$ cat src/rtl/gpio_input_conditioner.sv
// gpio_input_conditioner
//   Conditions raw GPIO pad levels before they reach the GPIO input register.
//   Each bit is handled on its own, in this order:
//     1. A 2-flop synchronizer.
//     2. A debounce counter. The synchronized level must persist for
//        debounce_cycles consecutive clocks before the stable level follows it.
//     3. One-cycle rise/fall pulses, registered at the same edge the stable
//        level changes.
//     4. Sticky interrupt-pending flags, with per-bit enables and clears.
//
// Ports
//   clk          single clock for all state
//   rst_n        asynchronous active-low reset
//   pin_i        raw pad levels (asynchronous to clk)
//   in_o         debounced stable level per bit
//   rise_o       one-cycle pulse on a debounced 0->1 change
//   fall_o       one-cycle pulse on a debounced 1->0 change
//   irq_en_rise  per-bit enable: a rise pulse sets pending
//   irq_en_fall  per-bit enable: a fall pulse sets pending
//   irq_clear    per-bit clear pulse for pending (a set in the same cycle wins)
//   irq_pending  sticky pending flags
//   irq_o        OR of all pending flags
module gpio_input_conditioner #(
  parameter int size            = 32,
  parameter int debounce_cycles = 16
) (
  input  logic            clk,
  input  logic            rst_n,
  input  logic [size-1:0] pin_i,
  output logic [size-1:0] in_o,
  output logic [size-1:0] rise_o,
  output logic [size-1:0] fall_o,
  input  logic [size-1:0] irq_en_rise,
  input  logic [size-1:0] irq_en_fall,
  input  logic [size-1:0] irq_clear,
  output logic [size-1:0] irq_pending,
  output logic            irq_o
);

  localparam int            CW       = $clog2(debounce_cycles + 1);
  localparam logic [CW-1:0] CNT_LAST = CW'(debounce_cycles - 1);

  logic [size-1:0] r_sync1;
  logic [size-1:0] r_sync2;

  // The synchronizer is the only logic that samples pin_i.
  always_ff @(posedge clk or negedge rst_n) begin
    if (!rst_n) begin
      r_sync1 <= '0;
      r_sync2 <= '0;
    end else begin
      r_sync1 <= pin_i;
      r_sync2 <= r_sync1;
    end
  end

  genvar gi;
  generate
    for (gi = 0; gi < size; gi++) begin : g_bit
      logic          r_stable;
      logic          r_rise;
      logic          r_fall;
      logic          r_pending;
      logic [CW-1:0] r_cnt;
      logic          w_differ;
      logic          w_done;
      logic          w_set;

      assign w_differ = r_sync2[gi] != r_stable;
      // The level has differed for debounce_cycles clocks, so this edge accepts it.
      assign w_done   = w_differ && (r_cnt == CNT_LAST);
      // The pending flag is set by the registered pulses, so it lags rise_o/fall_o by one cycle.
      assign w_set    = (r_rise & irq_en_rise[gi]) | (r_fall & irq_en_fall[gi]);

      always_ff @(posedge clk or negedge rst_n) begin
        if (!rst_n) begin
          r_stable <= 1'b0;
          r_cnt    <= '0;
          r_rise   <= 1'b0;
          r_fall   <= 1'b0;
        end else begin
          r_rise <= w_done &  r_sync2[gi];
          r_fall <= w_done & ~r_sync2[gi];
          if (!w_differ) begin
            r_cnt <= '0;
          end else if (w_done) begin
            r_stable <= r_sync2[gi];
            r_cnt    <= '0;
          end else begin
            r_cnt <= r_cnt + CW'(1);
          end
        end
      end

      always_ff @(posedge clk or negedge rst_n) begin
        if (!rst_n) begin
          r_pending <= 1'b0;
        end else if (w_set) begin
          r_pending <= 1'b1;
        end else if (irq_clear[gi]) begin
          r_pending <= 1'b0;
        end
      end

      assign in_o[gi]        = r_stable;
      assign rise_o[gi]      = r_rise;
      assign fall_o[gi]      = r_fall;
      assign irq_pending[gi] = r_pending;
    end
  endgenerate

  assign irq_o = |irq_pending;

endmodule

$ cat config.mk
export PLATFORM = sky130hd
export DESIGN_NAME = gpio_input_conditioner
export DESIGN_NICKNAME = d
export VERILOG_FILES = /design/src/rtl/gpio_input_conditioner.sv
export SDC_FILE = /design/constraint.sdc
export NUM_CORES = 1
export LEC_CHECK = 0
export CAP_MARGIN = 20
export CORE_MARGIN = 2
export CORE_UTILIZATION = 45
export CTS_BUF_LIST = sky130_fd_sc_hd__clkbuf_8
export CTS_CLUSTER_DIAMETER = 40
export DETAILED_ROUTE_END_ITERATION = 10
export PLACE_DENSITY = 0.7
export SYNTH_ARGS = -nofsm -noshare
export SYNTH_HDL_FRONTEND = slang
export SYNTH_SLANG_ARGS = --single-unit
$ cat constraint.sdc
create_clock -name clk -period 1.9 [get_ports clk]
set_clock_uncertainty 0.2 [all_clocks]
set_input_delay 0.285 -clock clk [delete_from_list [all_inputs] [get_ports clk]]
set_output_delay 0.285 -clock clk [all_outputs]
set_load 0.02 [all_outputs]
; Yosys cells after proc, flatten, opt, wreduce, memory -nomap -nowiden
; Index checks and enable logic that the tools add are counted.
[op_classes]
n_eq_ne = 64
reduce_logical = 97
n_addsub = 32
muxes = 128
n_shift = 0
n_lt_le_gt_ge = 0
mul = 0
bitwise = 192
div = 0
[op_table]
columns = cell, n
row1 = $mux W5, 64
row2 = $add A5 B1 Y5 const B, 32
row3 = $eq A5 B4 Y1 const B, 32
row4 = $and A1 B1 Y1, 128
row5 = $mux W1, 64
row6 = $reduce_and A2 Y1, 32
row7 = $reduce_bool A2 Y1, 32
row8 = $logic_and A1 B1 Y1, 32
row9 = $ne A1 B1 Y1, 32
row10 = $not A1 Y1, 32
row11 = $or A1 B1 Y1, 32
row12 = $reduce_or A32 Y1, 1
[word_totals]
memories = 0
latchBits = 0
register_bits = 352
input_bits = 130
output_inout_bits = 129
romBits = 0
mem_bits_rw = 0

; Depth between registers and ports, before layout
[logic_depth]
word_depth = 4
depth_mapped = 4

; Worst setup path before layout
; OpenSTA, ideal clock, no wires.
[synth_path]
path_kind = register to output
start = register g_bit[24].r_pending
end = output port irq_o
t_required_ns = 1.415
path_stages_with_launch = 4
path_slack_ns = 0.383
arrival_time_ns = 1.032
path_cell_list = dfrtp_1 -> nor4_1 -> nand4_1 -> or2_1
[synth_between]
elab_chain_cells = 1
[synth_rtl]
columns = element, line
row1 = "start, declared", 63  ; logic r_pending;
row2 = "start signal, assigned", 97  ; r_pending <= 1'b0;
row3 = "start signal, assigned", 99  ; r_pending <= 1'b1;
row4 = "start signal, assigned", 101  ; r_pending <= 1'b0;
row5 = $reduce_or A32 Y1, 112  ; assign irq_o = |irq_pending;
row6 = "end, declared", 37  ; output logic irq_o
; Every way passes these cells.

; Worst setup path after layout
[layout_path]
start = register g_bit[30].r_pending
end = output port irq_o
[layout_between]
elab_chain_cells = 1
[layout_rtl]
columns = element, line
row1 = "start, declared", 63
row2 = "start signal, assigned", 97
row3 = "start signal, assigned", 99
row4 = "start signal, assigned", 101
row5 = $reduce_or A32 Y1, 112
; Every way passes these cells.

==> results.md <==
* Crit start category: flop
* Final period util at 1.31
* Htree depth at 2
* Synth Warn # at 0
* Sequential area share after synthesis at 0.609
* Syn avg cell area at 13.2 um^2
* Peak supply drop at 0.000526 V
* Mapped Nets at 1261
* Reg2reg path depth at 3
* Pre-CTS WS at -455 ps
* Post-route minimum period at 2490 ps
* Most common cell after layout, fill and taps aside: dfrtp_1
* PortBufs at 258
* Synth Register Bits at 352
* Layout cells sized above 1 at 0.195
* Critical path's slowest cell: dfrtp_1
* Share of the synthesized area in the top cell type at 0.609
* Largest net degree at the start of global routing at 64
* Status: finished, violations left
* Final setup violating endpoints at 1
* Grt ovf at 0
* Initial DRT Pass Iterations at 4
* CTS Sinks at 352
* Synthesis-to-finish area growth at 28.0%
* Placer congestion estimate at 0.751
* Crit. path cell count at 5
* Reg clk slew, reported paths at 70 ps
* P_leak at 10.2 nW
* Num CTS Buffers at 59
* Critical Path Fanout Max at 2
* Failing checks: negative setup slack
* First-pass GRT wire length at 45600 um
* HP Class: in2reg
* Die Wd at 183 um
* Leading cell types in the layout, fill and taps excluded: dfrtp_1, clkdlybuf4s50_1, xor2_1, clkbuf_8, dlygate4sd2_1
* Die Y at 183 um
* Cell Area, Synth at 14500 um^2
* Unique masters post-synth at 21
* Avg WL per Cell at 14.8 um
* Worst-margin pin slew at 356 ps
* Placement row count at 65
* DRT iter0 DRCs at 368
* CTS tree: yes
* Worst skew pair latency at 580 ps
* Clock Path Buffers at 3
* Die area at 33600 um^2
* Wirelength, routed at 27100 um
* Crit path buf inv count at 2
* Worst EP required at 1410 ps
* Post-route ant nets at 0
* Overall power at 16.1 mW
* Vias in the first global route at 9240
* Top post-synthesis cells by area: dfrtp_1, buf_4, xor2_1
* Critical path's largest stage delay at 390 ps
* Relative slew slack at 0.762
* Nets at 1538
* Arrival time at the worst endpoint at 2010 ps
* # IOs at 259
* Total track usage at 0.166
* Max Cap Violations at 0
* # DRC at 0
* CP Capture Type: output pin
* Mapped Cells at 1099
* Via count at 8810
* Root Driver: clkbuf_8
* Initial core utilization at 0.457
* Core Region at 31600 um^2
* Max Slew Vio Count at 0
* P per Cell Area at 872 nW/um^2
* Fin. Hold Viols at 0
* Setup ws final at -595 ps
* Final HPWL DP at 18900 um
* WHS Path Cells at 2
* DR vias/cell at 4.82
* Antenna violations before repair at 2
* CP top delay family: simple AND/OR/NAND/NOR gates
* Util after Layout at 0.585
* Cell Chain, Critical Path: nor4_2, buf_4, nand4_1, or2_1, buf_6
* Max Freq at 401 MHz
* RSZ-0062 raised after global routing: true
* Area leader, netlist: dfrtp_1
* WS Path Type: reg2out
-- cell usage after synthesis --
cell      number
nor3b_1       64
nor4_2         1
nor2_1        64
a22oi_1       32
ha_1          32
and3_1        20
o21ai_0       32
inv_1         32
and2_1        44
nand2_1       64
buf_4        128
nand3_1       32
nor4_1         7
mux2_4        32
nand4_1        2
a31oi_1       32
or2_1          1
dfrtp_1      352
nand4b_2      12
xor2_1        96
nand4b_4      20
-- per-layer routing --
metal | wire length, um | vias to the layer above | track usage
met5 | 12 | - | 0
met4 | 474 | 2 | 0.0486
met3 | 1900 | 38 | 0.0467
met2 | 12700 | 261 | 0.272
met1 | 12000 | 4310 | 0.218
li1 | - | 4199 | -
-- area by class of cell --
class / count / area, um^2
tap: 402 / 503
timing repair buffer: 344 / 3150
sequential: 352 / 8810
clock buffer: 76 / 1050
clock inverter: 35 / 300
multi-input combinational: 587 / 4580
inverter: 32 / 120
antenna: 1 / 2.50
fill: 2560 / 13100
-- worst reg2reg max path: stages (launching register included) --
cell,delay (ps)
dfrtp_1,380
ha_1,240
nand4b_2,190
mux2_4,330
-- power by group --
| group | internal [mW] | switching, mW | total, mW |
|---|---|---|---|
| logic | 0.494 | 0.379 | 0.874 |
| registers | 7.73 | 0.205 | 7.94 |
| clock network | 4.30 | 3.02 | 7.33 |
-- flip-flops by register name, summed over array words and instances, names as in the netlist --
register / count
g_bit.r_fall: 32
r_sync1: 32
r_sync2: 32
g_bit.r_stable: 32
g_bit.r_pending: 32
g_bit.r_cnt: 160
g_bit.r_rise: 32
-- kinds of logic (layout without fill, tap and decap cells) --
| family | after synthesis | count (layout) | synth area share |
|---|---|---|---|
| simple gates | 331 | 331 | 0.156 |
| flops | 352 | 352 | 0.609 |
| xor+xnor | 96 | 96 | 0.0581 |
| buf+inv | 160 | 487 | 0.0747 |
| other cells | 0 | 1 | 0 |
| fa+ha+maj | 32 | 32 | 0.0277 |
| mux | 32 | 32 | 0.0332 |
| compound gates | 96 | 96 | 0.0415 |
-- path summary, 6_finish.rpt --
path / from / end / slack, ps
setup reg to reg: g_bit[15].r_cnt[0] / g_bit[15].r_stable / 440
min in group asynchronous: rst_n / g_bit[25].r_cnt[3] / 170
max in group asynchronous: rst_n / g_bit[11].r_cnt[3] / 960
hold reg to reg: r_sync1[30] / r_sync2[30] / 140
hold / removal: irq_clear[13] / g_bit[13].r_pending / 60
setup / recovery: g_bit[30].r_pending / irq_o / -590
-- stage by stage --
stage	setup TNS, ps	hold slack, ps	cell area [um^2]	instances
after floorplan	0	-211	14500	1099
after CTS	-652	6.70	18700	1828
after global routing	-733	7.32	18500	1828
after detailed placement	-455	4.38	17000	1683
after global placement	-479	3.47	17000	1683
final	-595	56.4	18500	1829
-- timing repair --
action,in CTS,in global routing
gates cloned,0,0
endpoints found under the setup margin,129,44
pin swaps,2,0
hold buffers,34,0
setup buffers,0,0
resized for setup,205,53
endpoints found under the hold margin,384,0
(Power assumes the default switching activity.)
==> variant (same flow settings) <==
Set the parameter `size` to 64 (it was 32).
--- a/src/rtl/gpio_input_conditioner.sv
+++ b/src/rtl/gpio_input_conditioner.sv
@@ -21,7 +21,7 @@
 //   irq_pending  sticky pending flags
 //   irq_o        OR of all pending flags
 module gpio_input_conditioner #(
-  parameter int size            = 32,
+  parameter int size            = 64,
   parameter int debounce_cycles = 16
 ) (
   input  logic            clk,
Interface: changed (8 resized); port bits go from 259 to 515. The function was not compared with the original's and may differ.
==> variant against the original RTL <==
The run still ends with negative setup slack left. Count of clock-buffer cells in the layout is 72 higher. Maximum frequency is 19% lower. Sequential cell count is 352 higher. Setup slack worse by 570 ps. Cell area is 100% higher. Clock power is 88% higher. Synthesized area is 94% higher. Register-to-register slack worse by 290 ps. Synthesized cell count is 110% higher. Power is 95% higher. Sequential share of layout area hardly changed. Non-clock buffer count is 463 higher. Routed wire length is 130% higher. Critical endpoint unchanged.
==> variant: results (changes against the original RTL) <==
STATUS='complete, but fails checks'
VIOLATIONS='negative setup slack'
CTS_BUFFERS=116  # +97%
NUMBER_OF_SETUP_VIOLATIONS_IN_THE_FINAL_REPORT=1  # unchanged
CLOCK_LATENCY_PS=690  # +110 ps
MAX_SLEW_MARGIN_PCT=60.2  # -16 points
CLK_PIN_SLEW_WORST_PATHS_PS=60
WORST-R2R-CELL-COUNT=4  # +1
PRE_CTS_WS_PS=-649  # -194 ps
FINAL.FILL_COUNT=4726  # +85%
SYN_AVG_CELL_AREA_UM2=12.3  # -6.4%
CP.ARRIVAL_PS=2580  # +570 ps
DP.FINAL_HPWL_UM=43800  # +130%
MET2ROUTEDLENGTH_UM=30900  # +140%
HIGHEST_CELL_DELAY_ON_THE_WORST_TIMING_PATH_PS=490  # +100 ps
ROUTED_WL_UM=61000  # +130%
WL_MET1_UM=24700  # +110%
YS_SEQ_AREA_SHARE_PCT=62.9  # +2.0 points
TIMING.SETUP.TNS_PS=-1170  # -572 ps
TIMING.CRITICAL_PATH.SLOWEST_STAGE_CELL='sky130_fd_sc_hd__or4_4'
SETUP_WS_PS=-1170  # -572 ps
MAX-VDD-IR-DROP_mV=0.553  # +5.1%
ANTENNA_FOUND_INITIAL=6  # +4
YOSYSUNIQUECELLTYPES=24  # +14%
PATH_MAX_FANOUT=2  # unchanged
PLACE.PORT_BUFFERS=514  # +99%
CELL_DEPTH_OF_THE_WORST_HOLD_PATH=3  # +1
SYNTH.AREA.TOP_CELLS='sky130_fd_sc_hd__dfrtp_1 63%, sky130_fd_sc_hd__buf_4 6.9%, sky130_fd_sc_hd__xnor2_1 3.8%'
GR-USAGE-ALL-LAYERS_PCT=19.1  # +2.5 points
POST-ROUTE-DRC-COUNT=0  # unchanged
GRT_FIRST_PASS_WIRELENGTH_UM=98700  # +120%
ROUTABILITYCONGESTION=0.797  # +6.0%
YOSYSWARNINGCOUNT=0  # unchanged
LEAKAGE_nW=18.3  # +79%
POST_DRT_VIA_CELL_RATIO=4.81  # -0.24%
LARGEST_BUFFER_COUNT_ON_ANY_CLOCK_PATH=3  # unchanged
DRIVE_GT1_SHARE_PCT=21.4  # +1.9 points
DRT-INITIAL-DRC-COUNT=687  # +87%
CTS.ROOT.BUFFER_CELL='sky130_fd_sc_hd__clkbuf_8'
HTREE_LEVELS=3  # +1
GRT_MAX_DEGREE=71  # +11%
NUM-NETS-FINAL=3264  # +110%
DR_WL_MET3_UM=3520  # +85%
WL_PER_CELL_UM=15.8  # +6.4%
FIRST_GLOBAL_VIAS=19900  # +120%
POST_SYNTH_MOST_FREQUENT_CELLS='704 x sky130_fd_sc_hd__dfrtp_1, 256 x sky130_fd_sc_hd__buf_4, 241 x sky130_fd_sc_hd__nor2_1, 125 x sky130_fd_sc_hd__nand3_1, 122 x sky130_fd_sc_hd__xnor2_1'
SYNTH.NET_COUNT=2595  # +110%
LARGEST_REGISTER_FF_COUNT=320  # +100%
DR.PASS1.ITERS=5  # +1
PLACE.DETAILED.INSTANCES=3481  # +110%
## variant: worst min-delay path: stages
cell	delay, ps
sky130_fd_sc_hd__clkdlybuf4s50_1	460
sky130_fd_sc_hd__a22oi_1	70
sky130_fd_sc_hd__o21ai_0	80
## variant: per-stage QoR
stage	cell area, µm²	hold slack (ps)
6_report	37100	70.1
5_1_grt	37000	20.4
4_1_cts	37000	2.09
3_5_place_dp	33300	38.9
3_3_place_gp	33300	35.0
2_1_floorplan	28000	-211
## variant: power breakdown
part           switching [mW]  total (mW)  internal [mW]
logic                   0.855        1.97           1.11
clock network            5.83        13.8           7.92
registers               0.366        15.8           15.5
## variant: final timing paths
kind                       slack, ps                              end                             from
max                            -1170                            irq_o  g_bit[15].r_pending$_DFFE_PN0P_
min                               70  g_bit[45].r_pending$_DFFE_PN0P_                  irq_en_fall[45]
max reg2reg                      150  g_bit[13].r_pending$_DFFE_PN0P_       g_bit[13].r_fall$_DFF_PN0_
min reg2reg                      140            r_sync2[13]$_DFF_PN0_            r_sync1[13]$_DFF_PN0_
max in group asynchronous        200     g_bit[54].r_cnt[2]$_DFF_PN0_                            rst_n
min in group asynchronous        460             r_sync2[2]$_DFF_PN0_                            rst_n
## variant: routing by layer
metal	GRT usage, %	up-vias
met5	0	-
met4	7.20	2
met3	4.31	126
met2	33.8	478
met1	22.7	9191
li1	-	8799
## variant: kinds of logic after synthesis
family / after synthesis / share of synthesized area (%)
simple gates: 684 / 12.6
xor+xnor: 230 / 7.20
mux: 64 / 2.57
flops: 704 / 62.9
compound gates: 169 / 3.61
buf+inv: 358 / 8.23
fa+ha+maj: 64 / 2.86
## variant: final cells by class
type	instances	area (µm²)	share of cell area, %
Clock inverter	57	455	1.23
Inverter	102	383	1.03
Multi-Input combinational cell	1211	8090	21.8
Antenna cell	4	10.0	0.0270
Timing Repair Buffer	807	7400	20.0
Sequential cell	704	17600	47.6
Clock buffer	148	2040	5.50
Tap cell	837	1050	2.83
## variant: repair_timing
action / in CTS / in global routing
endpoints found under the hold margin: 827 / 0
buffers inserted: 24 / 4
pin swaps: 4 / 2
resized for setup: 1154 / 16
setup endpoints to repair: 257 / 21
hold buffers: 166 / 0
